File: src/rtl/mmio_bus_bridge.sv
// mmio_bus_bridge: address decoder and read mux that sits behind the CPU memory
// port. Accesses below PERIPH_BASE go to the external data RAM. Accesses at or
// above it hit the on-chip peripheral registers: timer (TH/TL/TCON), LEDs,
// 7-segment digits and a free-running systick counter.
//
// Optional build macro: SEG_SCAN_EN. When it is defined, DIGITS is 16 bits wide
// and holds four hex nibbles, and the module scans them onto the display
// hardware. When it is undefined, digits mirrors DIGITS[11:0] directly.
//
// Ports:
//   clk                - system clock
//   reset              - asynchronous, active-low reset
//   MemRead            - CPU read strobe
//   MemWrite           - CPU write strobe
//   MemBus_Address     - byte address; bits [1:0] are ignored
//   MemBus_Write_Data  - CPU store data
//   MemBus_Read_Data   - load data to the CPU, combinational (zero latency)
//   ram_we / ram_re    - data RAM write / read enables, combinational decode
//   ram_rdata          - data RAM read data, combinational
//   leds               - LED register
//   digits             - {an[3:0], seg[7:0]} display drive
//   irq                - timer interrupt request (TCON[2])
module mmio_bus_bridge #(
  parameter logic [31:0] PERIPH_BASE = 32'h4000_0000,
  parameter int unsigned SCAN_DIV    = 50000
) (
  input  logic        clk,
  input  logic        reset,
  input  logic        MemRead,
  input  logic        MemWrite,
  input  logic [31:0] MemBus_Address,
  input  logic [31:0] MemBus_Write_Data,
  output logic [31:0] MemBus_Read_Data,
  output logic        ram_we,
  output logic        ram_re,
  input  logic [31:0] ram_rdata,
  output logic [7:0]  leds,
  output logic [11:0] digits,
  output logic        irq
);

  localparam int unsigned DataW = 32;
  localparam int unsigned IdxW  = 30;
  localparam int unsigned TconW = 3;
  localparam int unsigned LedW  = 8;
`ifdef SEG_SCAN_EN
  localparam int unsigned DigW  = 16;
`else
  localparam int unsigned DigW  = 12;
`endif

  // Word index of each peripheral register within the window.
  localparam logic [IdxW-1:0] IdxTh      = IdxW'(0);
  localparam logic [IdxW-1:0] IdxTl      = IdxW'(1);
  localparam logic [IdxW-1:0] IdxTcon    = IdxW'(2);
  localparam logic [IdxW-1:0] IdxLeds    = IdxW'(3);
  localparam logic [IdxW-1:0] IdxDigits  = IdxW'(4);
  localparam logic [IdxW-1:0] IdxSystick = IdxW'(5);

  // A zero divider would never wrap; reject it when the block is elaborated.
  if (SCAN_DIV == 0) begin : gBadScanDiv
    $error("mmio_bus_bridge: SCAN_DIV must be nonzero");
  end

  logic [DataW-1:0] thReg;
  logic [DataW-1:0] tlReg;
  logic [TconW-1:0] tconReg;   // {irqStatus, intEn, timEn}
  logic [LedW-1:0]  ledsReg;
  logic [DigW-1:0]  digitsReg;
  logic [DataW-1:0] systickReg;

  logic [DataW-1:0] periphOffset;
  logic [IdxW-1:0]  regIdx;
  logic             selPeriph;
  logic             wrTh, wrTl, wrTcon, wrLeds, wrDigits;
  logic             timEn, intEn, tlOverflow;
  logic [DataW-1:0] periphData;
  logic             unusedBits;

  // Address decode.
  assign selPeriph    = (MemBus_Address >= PERIPH_BASE);
  assign periphOffset = MemBus_Address - PERIPH_BASE;
  assign regIdx       = periphOffset[DataW-1:2];
  assign unusedBits   = &{1'b0, periphOffset[1:0]};

  assign ram_we = MemWrite & ~selPeriph;
  assign ram_re = MemRead  & ~selPeriph;

  assign wrTh     = MemWrite & selPeriph & (regIdx == IdxTh);
  assign wrTl     = MemWrite & selPeriph & (regIdx == IdxTl);
  assign wrTcon   = MemWrite & selPeriph & (regIdx == IdxTcon);
  assign wrLeds   = MemWrite & selPeriph & (regIdx == IdxLeds);
  assign wrDigits = MemWrite & selPeriph & (regIdx == IdxDigits);

  assign timEn      = tconReg[0];
  assign intEn      = tconReg[1];
  assign tlOverflow = timEn & (tlReg == {DataW{1'b1}});

  // Peripheral read mux; unmapped offsets read as zero.
  always_comb begin
    periphData = '0;
    case (regIdx)
      IdxTh:      periphData = thReg;
      IdxTl:      periphData = tlReg;
      IdxTcon:    periphData = DataW'(tconReg);
      IdxLeds:    periphData = DataW'(ledsReg);
      IdxDigits:  periphData = DataW'(digitsReg);
      IdxSystick: periphData = systickReg;
      default:    periphData = '0;
    endcase
  end

  // Zero-latency load path; the MEM stage latches this in the same cycle.
  always_comb begin
    MemBus_Read_Data = '0;
    if (MemRead) begin
      MemBus_Read_Data = selPeriph ? periphData : ram_rdata;
    end
  end

  // Peripheral registers and timer. A CPU write always takes priority over the
  // timer's own update in the same cycle. A TH write still lets TL reload with
  // the old TH, because TL samples thReg before the edge.
  always_ff @(posedge clk or negedge reset) begin
    if (!reset) begin
      thReg      <= '0;
      tlReg      <= '0;
      tconReg    <= '0;
      ledsReg    <= '0;
      digitsReg  <= '0;
      systickReg <= '0;
    end else begin
      systickReg <= systickReg + DataW'(1);

      if (wrTh) begin
        thReg <= MemBus_Write_Data;
      end

      if (wrTl) begin
        tlReg <= MemBus_Write_Data;
      end else if (tlOverflow) begin
        tlReg <= thReg;
      end else if (timEn) begin
        tlReg <= tlReg + DataW'(1);
      end

      // irqStatus is sticky until software rewrites TCON.
      if (wrTcon) begin
        tconReg <= MemBus_Write_Data[TconW-1:0];
      end else if (tlOverflow && intEn) begin
        tconReg[2] <= 1'b1;
      end

      if (wrLeds) begin
        ledsReg <= MemBus_Write_Data[LedW-1:0];
      end

      if (wrDigits) begin
        digitsReg <= MemBus_Write_Data[DigW-1:0];
      end
    end
  end

  assign leds = ledsReg;
  assign irq  = tconReg[2];

`ifdef SEG_SCAN_EN
  localparam int unsigned DivW = (SCAN_DIV > 1) ? $clog2(SCAN_DIV) : 1;

  logic [DivW-1:0] divCnt;
  logic [1:0]      scanIdx;
  logic [11:0]     digitsOut;
  logic [3:0]      anNext;
  logic [3:0]      nibble;
  logic [6:0]      segNext;

  // Active-low hex-to-7-segment decode, bit order {g,f,e,d,c,b,a}.
  function automatic logic [6:0] hexToSeg(input logic [3:0] hex);
    case (hex)
      4'h0: hexToSeg = 7'b1000000;
      4'h1: hexToSeg = 7'b1111001;
      4'h2: hexToSeg = 7'b0100100;
      4'h3: hexToSeg = 7'b0110000;
      4'h4: hexToSeg = 7'b0011001;
      4'h5: hexToSeg = 7'b0010010;
      4'h6: hexToSeg = 7'b0000010;
      4'h7: hexToSeg = 7'b1111000;
      4'h8: hexToSeg = 7'b0000000;
      4'h9: hexToSeg = 7'b0010000;
      4'hA: hexToSeg = 7'b0001000;
      4'hB: hexToSeg = 7'b0000011;
      4'hC: hexToSeg = 7'b1000110;
      4'hD: hexToSeg = 7'b0100001;
      4'hE: hexToSeg = 7'b0000110;
      default: hexToSeg = 7'b0001110;
    endcase
  endfunction

  // Current digit's anode and segment pattern.
  always_comb begin
    anNext  = ~(4'b0001 << scanIdx);
    nibble  = digitsReg[4*scanIdx +: 4];
    segNext = hexToSeg(nibble);
  end

  // Scan divider, digit index and registered display drive (dp held off).
  always_ff @(posedge clk or negedge reset) begin
    if (!reset) begin
      divCnt    <= '0;
      scanIdx   <= '0;
      digitsOut <= {4'b1110, 1'b1, 7'b1000000};
    end else begin
      if (divCnt == DivW'(SCAN_DIV - 1)) begin
        divCnt  <= '0;
        scanIdx <= scanIdx + 2'd1;
      end else begin
        divCnt <= divCnt + DivW'(1);
      end
      digitsOut <= {anNext, 1'b1, segNext};
    end
  end

  assign digits = digitsOut;
`else
  assign digits = digitsReg;
`endif

endmodule

File: config.mk
export PLATFORM = sky130hd
export DESIGN_NAME = mmio_bus_bridge
export DESIGN_NICKNAME = d
export VERILOG_FILES = /design/src/rtl/mmio_bus_bridge.sv
export SDC_FILE = /design/constraint.sdc
export NUM_CORES = 1
export LEC_CHECK = 0
export BUFFER_PORTS_ARGS = -buffer_cell sky130_fd_sc_hd__buf_2
export CAP_MARGIN = 5
export CORE_MARGIN = 5
export CORE_UTILIZATION = 55
export DETAILED_ROUTE_END_ITERATION = 12
export PLACE_DENSITY = 0.81
export SYNTH_ARGS = -nofsm -noshare
export SYNTH_HDL_FRONTEND = slang
export SYNTH_SLANG_ARGS = --single-unit
File: constraint.sdc
create_clock -name clk -period 2.6 [get_ports clk]
set_input_delay 0.39 -clock clk [delete_from_list [all_inputs] [get_ports clk]]
set_output_delay 0.39 -clock clk [all_outputs]
set_load 0.005 [all_outputs]
==> metrics.md, run 1 <==
| Metric | Value |
|---|---|
| Post-synth top area cell | `dfrtp_1` |
| Syn_nets | `803` |
| Hpwl dp | `15.1 mm` |
| WP data required | `2930 ps` |
| WL/cell | `19.8 µm` |
| Gpl congestion | `0.941` |
| DR pass1 iterations | `6` |
| IO Count | `155` |
| Bufs on Longest Clock Path | `2` |
| Final hold violations | `0` |
| Sequential share of the synthesized area | `0.427` |
| Post-synthesis register bit count | `119` |
| # DRC | `0` |
| DIE AREA | `0.0150 mm²` |
| Antenna violations before repair | `0` |
| Final Critical Period | `2440 ps` |
| Type of the worst setup path | `reg -> reg` |
| Number of buffers created by CTS | `17` |
| Measured slew at the worst slew-check pin | `715 ps` |
| Setup Skew | `6.74 ps` |
| Critical Path Start Type | `flip-flop` |
| Vias in the first global route | `6619` |
| Synth top area cells | `dfrtp_1 (43%), mux2_2 (12%), nand2_1 (5.0%)` |
| Most frequent cells in the layout | `buf_2 (151), dfrtp_1 (119), nand2_1 (92), mux2_2 (75)` |
| Critical Path AT | `2780 ps` |
| HP Class | `in -> reg` |
| Crit path max fanout | `16` |
| Area growth, synth to finish | `25.9%` |
| EDFF count, synth | `0` |
| Non-Filler Instances | `1060` |
| Critical path capture point type | `flip-flop` |
| PwrDens | `523 mW/mm²` |
| GR Overflow Total | `0` |
| Largest net degree at the start of global routing | `45` |
| Ys async rst share | `1.00` |
| Area of the multi-input gates | `0.00379 mm²` |
| Share of layout cells above drive strength 1 | `0.361` |
| Pleak | `4.29 nW` |
| Fin Setup TNS | `0 ps` |
| Synth warn | `0` |
| Total area of sequential cells | `0.00298 mm²` |
| Via-to-Cell Ratio | `6.22` |
| Final ANT Viol Nets | `0` |
| First-pass GRT wire length | `33.4 mm` |
| Period utilization | `0.940` |
| Total clock sinks | `119` |
| Initial Utilization | `0.557` |
| Synth unique cells | `62` |
| Max Cap Viol | `0` |
| WL final | `21.0 mm` |
| CTS tree | `done` |
| Total number of vias | `6596` |
| Placed insts | `1026` |
| Worst skew pair latency | `420 ps` |
| Max VDD drop | `418 µV` |
| Drt initial violations | `705` |
| Synthesized area per cell | `9.94 µm²` |
| CTS H-tree lvls | `4` |
| # rows | `41` |
| Chip Width | `123 µm` |
| Post-CTS sizing | `0` |
| Clk root buf | `clkbuf_16` |
| DIE HEIGHT | `123 µm` |
| Reg clk slew, reported paths | `60 ps` |
| Slew HR | `0.521` |
| NumNets Final | `978` |
| Inserted Diodes | `0` |
| Tot GR Track Use | `0.286` |
| Top FF cell, synth | `dfrtp_1` |
| Fin. max-slew vios | `0` |
| Maximum clock rate | `0.409 GHz` |
| Mapped cell area | `0.00697 mm²` |
| Setup violations, final | `0` |
| Status | `finished, final reports clean` |
| Commonest non-fill, non-tap cell in the layout | `buf_2` |
| Post-synth top area share | `0.427` |
| RSZ-0062 raised after global routing | `no` |
| Synth Instances | `701` |
| Port buffer count | `152` |
| Fill cells | `947` |
| Placeable Area | `0.0125 mm²` |
-- routing by layer --
metal | vias up | GRT usage | part of all wire | wire (µm)
met5 | - | 0 | 0 | 0
met4 | 0 | 0.104 | 0.031 | 660
met3 | 62 | 0.0567 | 0.080 | 1680
met2 | 352 | 0.478 | 0.49 | 10300
met1 | 3235 | 0.372 | 0.40 | 8420
li1 | 2947 | - | - | -
-- area by class of cell --
class,instances,share of cell area
Clock buffer,23,0.0556
Clock inverter,8,0.0137
Inverter,9,0.00385
Multi-Input combinational cell,532,0.432
Sequential cell,119,0.339
Tap cell,172,0.0245
Timing Repair Buffer,197,0.131
-- Yosys cell counts (8+ instances only) --
master      n
o21ai_0    41
and3_1     11
nand2_1    92
and4_1     10
dfrtp_1   119
a22oi_1    29
a21oi_1    17
buf_2      10
mux4_2     10
nor3_1     13
a31oi_1    12
mux2_2     75
clkbuf_1   25
mux2i_1     8
nor2_1     35
nand3_1    32
inv_1       8
xnor2_1    30
nand4_1    13
nor4_1     11
xor2_1     12
-- what timing repair did --
item,4_1_cts,5_1_grt
hold buffers,1,0
endpoints found under the setup margin,0,6
buffers inserted,0,2
endpoints found under the hold margin,38,0
-- critical path: stages (launching register included) --
cell and delay, ps:
dfrtp_1 460, and4_2 340, nand4_4 170, or4_1 740
buf_4 280, nand2_1 80, o211ai_1 90, a31oi_1 210
-- where the power goes --
group	internal, W	switching [W]
Sequential	0.00185	0.000000000525
Clock	0.00160	0.000842
Combinational	0.000137	0.000160
Total	0.00359	0.00100
-- registers in the layout, summed over array words and instances, names as in the netlist --
name        cells
systickReg     32
thReg          32
tlReg          32
digits         12
leds            8
tconReg         3
-- cells by family after synthesis --
kind of cell / synth area share
AND/OR/NAND/NOR: 0.183
AO/OA/AOI/OAI: 0.133
flip-flops: 0.427
multiplexers: 0.171
buffers and inverters: 0.0300
XOR/XNOR: 0.0528
adder cells (fa/ha/maj): 0.00359
-- final timing paths --
| path | start | end | slack [ps] | depth (start not counted) |
|---|---|---|---|---|
| setup / recovery | tlReg[23] | tlReg[5] | 160 | 7 |
| hold / removal | MemBus_Write_Data[22] | tlReg[22] | 190 | 3 |
| setup reg to reg | tlReg[23] | tlReg[5] | 160 | 7 |
| hold reg to reg | systickReg[31] | systickReg[31] | 500 | 1 |
| max in group asynchronous | reset | thReg[26] | 1420 | 3 |
| min in group asynchronous | reset | tlReg[16] | 510 | 2 |
-- per-stage QoR --
step	power [W]	worst slack, ps	utilization	hold slack [ps]	instance area, µm²
2_1_floorplan	0.00199	273	-	94.4	6970
6_report	0.00459	155	0.701	194	8780
4_1_cts	0.00460	155	0.700	191	8760
5_1_grt	0.00471	21.8	0.701	209	8780
3_3_place_gp	0.00217	241	0.651	406	8150
3_5_place_dp	0.00218	171	0.651	411	8150
No activity file was read; power rests on OpenSTA's default activity.
==> run 2, diff against run 1 <==
--- a/config.mk
+++ b/config.mk
@@ -8,9 +8,9 @@
 export BUFFER_PORTS_ARGS = -buffer_cell sky130_fd_sc_hd__buf_2
 export CAP_MARGIN = 5
 export CORE_MARGIN = 5
-export CORE_UTILIZATION = 55
+export CORE_UTILIZATION = 25
 export DETAILED_ROUTE_END_ITERATION = 12
-export PLACE_DENSITY = 0.81
+export PLACE_DENSITY = 0.43
 export SYNTH_ARGS = -nofsm -noshare
 export SYNTH_HDL_FRONTEND = slang
 export SYNTH_SLANG_ARGS = --single-unit
==> run 2 against run 1 <==
Compared with the run above: worst setup slack better by 29 ps; critical path type is now in -> out; maximum frequency is 1.2% higher; largest cell class unchanged; count of clock-buffer cells in the layout stayed put; final area is 3.9% higher.
==> metrics.md, run 2 (synthesis gave the netlist of run 1 again) <==
| Metric | Value |
|---|---|
| Status | `finished, final reports clean` |
| Final Critical Period | `2420 ps` |
| Placeable Area | `0.0276 mm²` |
| # DRC | `0` |
| Worst skew pair latency | `420 ps` |
| DR pass1 iterations | `5` |
| Final ANT Viol Nets | `0` |
| Slew HR | `0.606` |
| Critical Path Max Stage Delay | `320 ps` |
| NumNets Final | `983` |
| Total number of vias | `6066` |
| Setup Skew | `12.5 ps` |
| Fill cells | `2909` |
| Period utilization | `0.929` |
| Max VDD drop | `268 µV` |
| HP Class | `in -> reg` |
| Drt initial violations | `293` |
| Bufs on Longest Clock Path | `2` |
| Clk root buf | `clkbuf_16` |
| IO Count | `155` |
| CTS tree | `done` |
| Most common cell type on the critical path | `buf_2` |
| Crit path max fanout | `4` |
| Most frequent cells in the layout | `buf_2 (151), dfrtp_1 (119), nand2_1 (92), mux2_2 (75), buf_4 (43)` |
| RSZ-0062 raised after global routing | `yes` |
| Largest net degree at the start of global routing | `43` |
| GR Overflow Total | `0` |
| Critical Path Start Type | `input port` |
| Slowest-stage cell, CP | `and3_1` |
| Fin. max-slew vios | `0` |
| Maximum clock rate | `0.414 GHz` |
| DIE AREA | `0.0313 mm²` |
| Worst hold slack | `193 ps` |
| Tot GR Track Use | `0.154` |
| Fin worst setup slack | `184 ps` |
| Port buffer count | `152` |
| # rows | `61` |
| Reg clk slew, reported paths | `60 ps` |
| Initial Utilization | `0.252` |
| Chip Width | `177 µm` |
| Max Cap Viol | `0` |
| Via-to-Cell Ratio | `4.77` |
| Measured slew at the worst slew-check pin | `592 ps` |
| Fin Setup TNS | `0 ps` |
| DIE HEIGHT | `177 µm` |
| Critical Path AT | `2030 ps` |
| Number of buffers created by CTS | `17` |
| WL final | `23.8 mm` |
| Critical path capture point type | `output pin` |
| Top Registers | `systickReg: 32 flops, thReg: 32 flops, tlReg: 32 flops` |
| CP cell instances | `buf_2 -> nor4_1 -> nand4_1 -> nor2_1 -> and3_1 -> a22oi_1 -> o21ai_0 -> buf_2` |
| Total clock sinks | `119` |
| Area growth, synth to finish | `30.8%` |
| First-pass GRT wire length | `37.1 mm` |
| PwrDens | `512 mW/mm²` |
| Setup violations, final | `0` |
| PnR Total Power | `0.00467 W` |
| Antenna violations before repair | `0` |
| Gpl congestion | `0.773` |
| CTS H-tree lvls | `4` |
| Pleak | `4.34 nW` |
| Post-CTS sizing | `0` |
| WL/cell | `18.7 µm` |
| Vias in the first global route | `6286` |
| WP data required | `2210 ps` |
| Inserted Diodes | `0` |
| Final hold violations | `0` |
| Type of the worst setup path | `in -> out` |
| Cells on worst reg2reg path | `7` |
| Share of layout cells above drive strength 1 | `0.364` |
| WHS Path Cells | `3` |
| Commonest non-fill, non-tap cell in the layout | `buf_2` |
| Hpwl dp | `17.8 mm` |
| Setup WS pre-CTS | `181 ps` |
run 2: cell count changes in the layout (fill, tap and decap cells not counted), sizes merged:
cell,previous run,this run
buf,196,201
bufinv,3,4
clkinvlp,2,1
clkinv,4,5
run 2: final timing paths:
| path | endpoint | slack (ps) | start |
|---|---|---|---|
| max | MemBus_Read_Data[4] | 180 | MemBus_Address[7] |
| min | tlReg[12] | 190 | MemBus_Write_Data[12] |
| max reg2reg | tlReg[15] | 300 | tlReg[24] |
| min reg2reg | systickReg[31] | 480 | systickReg[31] |
| max in group asynchronous | tlReg[1] | 1380 | reset |
| min in group asynchronous | systickReg[10] | 530 | reset |
run 2: final cells by class:
cell class	count	area [µm²]	area share
Inverter	9	33.8	0.00370
Clock inverter	9	148	0.0162
Clock buffer	23	468	0.0513
Timing Repair Buffer	202	1230	0.135
Sequential cell	119	2980	0.327
Multi-Input combinational cell	532	3790	0.416
Tap cell	378	473	0.0519
run 2: where the power goes:
group	leakage, nW	switching (W)	internal (W)	total (W)
Sequential	1.48	0.000000000500	0.00185	0.00185
Combinational	2.56	0.000166	0.000135	0.000301
Clock	0.301	0.000866	0.00165	0.00251
run 2: layer usage:
| layer | vias up | wire [µm] | GRT usage |
|---|---|---|---|
| met1 | 2963 | 11500 | 0.213 |
| met5 | - | 0 | 0 |
| met3 | 12 | 849 | 0.0331 |
| li1 | 2957 | - | - |
| met2 | 134 | 11300 | 0.252 |
| met4 | 0 | 164 | 0.0303 |
run 2: what timing repair did:
item,CTS,global route
setup buffers,0,1
hold buffers,1,0
setup endpoints to repair,0,20
hold endpoints to repair,37,0
run 2: worst max-delay path, delay by kind of cell:
kind,cells,cell delay (ps)
buffers and inverters,2,230
AND/OR/NAND/NOR,4,1140
AO/OA/AOI/OAI,2,260
run 2: per-stage QoR:
step / instance area (µm²) / std cells / util
2_1_floorplan: 6970 / 701 / -
3_3_place_gp: 8490 / 1238 / 0.307
3_5_place_dp: 8490 / 1238 / 0.307
4_1_cts: 9110 / 1271 / 0.330
5_1_grt: 9120 / 1272 / 0.330
6_report: 9120 / 1272 / 0.330
==> run 3, diff against run 2 <==
==> constraint.sdc (replaced) <==
create_clock -name clk -period 3.1 [get_ports clk]
set_input_delay 0.465 -clock clk [delete_from_list [all_inputs] [get_ports clk]]
set_output_delay 0.465 -clock clk [all_outputs]
set_load 0.005 [all_outputs]
==> run 3 against run 2 <==
Compared with the run above: worst hold slack lost 130 ps; wire length shrank 1.0%; non-clock buffer count shrank 20; total power shrank 16%; register-to-register slack gained 250 ps; combinational power shrank 17%; first-iteration DRC count shrank 18%; clock skew shrank 4.8 ps; flip-flop and latch count is the same; via count shrank 0.12%; worst setup slack gained 320 ps; final cell count shrank 1.5%; critical endpoint is now MemBus_Read_Data[10]; largest cell class unchanged.
==> metrics.md, run 3 (synthesis gave the netlist of run 1 again) <==
| Metric | Value |
|---|---|
| RSZ-0062 raised after global routing | `no` |
| Largest net degree at the start of global routing | `45` |
| Measured slew at the worst slew-check pin | `661 ps` |
| Final Critical Period | `2600 ps` |
| Worst Setup SP | `MemBus_Address[12]` |
| Combinational power share | `0.064` |
| Status | `finished, final reports clean` |
| Fin. max-slew vios | `0` |
| Finished Cell Area | `0.00896 mm²` |
| WL/cell | `18.8 µm` |
| Setup violations, final | `0` |
| Post-CTS Setup Bufs | `0` |
| # rows | `61` |
| Final ANT Viol Nets | `0` |
| Tot GR Track Use | `0.152` |
| Gpl congestion | `0.779` |
| Placeable Area | `0.0276 mm²` |
| Crit Reg-Reg Startpoint | `tlReg[23]` |
| Hold_buf cts | `0` |
| HP Class | `in -> async` |
| Critical Path AT | `2130 ps` |
| Crit Reg-Reg Endpoint | `tlReg[31]` |
| Hpwl dp | `17.4 mm` |
| Reg clk slew, reported paths | `60 ps` |
| CTS H-tree lvls | `4` |
| Clk root buf | `clkbuf_16` |
| Period utilization | `0.838` |
| Setup Skew | `7.70 ps` |
| Share of layout cells above drive strength 1 | `0.354` |
| Type of the worst setup path | `in -> out` |
| First-pass GRT wire length | `36.5 mm` |
| Chip Width | `177 µm` |
| # DRC | `0` |
| Max Cap Viol | `0` |
| PwrDens | `436 mW/mm²` |
| Area growth, synth to finish | `28.6%` |
| Placed insts | `1220` |
| Bufs on Longest Clock Path | `2` |
| Cells on worst reg2reg path | `7` |
| DIE HEIGHT | `177 µm` |
| Total clock sinks | `119` |
| P_int | `0.00302 W` |
| Crit path max fanout | `8` |
| WL final | `23.5 mm` |
| DIE AREA | `0.0313 mm²` |
| Worst skew pair latency | `420 ps` |
| NumNets Final | `963` |
| Port buffer count | `152` |
| Post-CTS sizing | `0` |
| Flop pwr share | `0.398` |
| Initial Utilization | `0.252` |
| Commonest non-fill, non-tap cell in the layout | `buf_2` |
| Final hold violations | `0` |
| Number of buffers created by CTS | `17` |
| IO Count | `155` |
| Critical Path Start Type | `input port` |
| Drt initial violations | `240` |
| Vias in the first global route | `6208` |
| Total number of vias | `6059` |
| Maximum clock rate | `0.385 GHz` |
| Top Registers | `systickReg: 32 flops, thReg: 32 flops, tlReg: 32 flops` |
| GR Overflow Total | `0` |
| Critical path capture point type | `output pin` |
| Clock power frac | `0.539` |
| Slew HR | `0.558` |
| Fill cells | `2954` |
| Most frequent cells in the layout | `buf_2 (151), dfrtp_1 (119), nand2_1 (92), mux2_2 (75), o21ai_0 (41)` |
| Max VDD drop | `219 µV` |
| Antenna violations before repair | `1` |
| Flop-to-flop setup slack | `550 ps` |
| Placed Instance Area | `0.00834 mm²` |
| Non-Filler Instances | `1253` |
| WP data required | `2630 ps` |
| DR pass1 iterations | `5` |
| Fraction of power spent switching nets | `0.226` |
| Pleak | `4.23 nW` |
| Via-to-Cell Ratio | `4.84` |
| NetSw | `0.000883 W` |
| CTS tree | `done` |
| Fin Setup TNS | `0 ps` |
==> run 3: power by group through the flow <==
stage                     Combinational [W]  Sequential (W)  Clock (W)
after CTS                          0.000257         0.00155    0.00215
after global placement             0.000257         0.00158          0
after detailed placement           0.000256         0.00158          0
final                              0.000249         0.00155    0.00210
after floorplan                   0.0000895         0.00158          0
after global routing               0.000277         0.00155    0.00222
==> run 3: per-stage QoR <==
stage / setup WS, ps / util / total power [W] / hold slack, ps
finish: 504 / 0.324 / 0.00391 / 63.7
global route: 335 / 0.324 / 0.00405 / 92.5
CTS: 441 / 0.324 / 0.00396 / 77.1
detailed placement: 446 / 0.302 / 0.00184 / 463
global placement: 460 / 0.302 / 0.00184 / 468
floorplan: 623 / - / 0.00167 / 169
==> run 3: layout make-up <==
type | count | area, µm² | area share
multi-input combinational | 532 | 3790 | 0.423
antenna | 1 | 2.50 | 0.000279
clock inverter | 13 | 179 | 0.0200
inverter | 9 | 33.8 | 0.00377
timing repair buffer | 182 | 1060 | 0.119
tap | 378 | 473 | 0.0528
clock buffer | 19 | 443 | 0.0494
sequential | 119 | 2980 | 0.332
==> run 3: critical path, stage by stage <==
cell	delay, ps
buf_2	90
nor4b_1	310
nand4_1	230
nor3_4	240
buf_4	190
and3_1	330
a22o_1	170
buf_2	100
==> run 3: metal layers <==
| metal | part of all wire | routed length [µm] | GRT usage |
|---|---|---|---|
| met2 | 0.47 | 11100 | 0.245 |
| met5 | 0 | 0 | 0 |
| met4 | 0.014 | 320 | 0.0403 |
| met1 | 0.47 | 11000 | 0.206 |
| met3 | 0.048 | 1140 | 0.0344 |
==> run 3: worst max-delay path by stage <==
stage                           endpoint  slack, ps  cells past startpoint
finish              MemBus_Read_Data[10]        500                      8
global route        MemBus_Read_Data[10]        340                      8
global placement    MemBus_Read_Data[10]        460                      8
detailed placement  MemBus_Read_Data[11]        450                      8
floorplan           MemBus_Read_Data[30]        620                      6
CTS                 MemBus_Read_Data[11]        440                      8
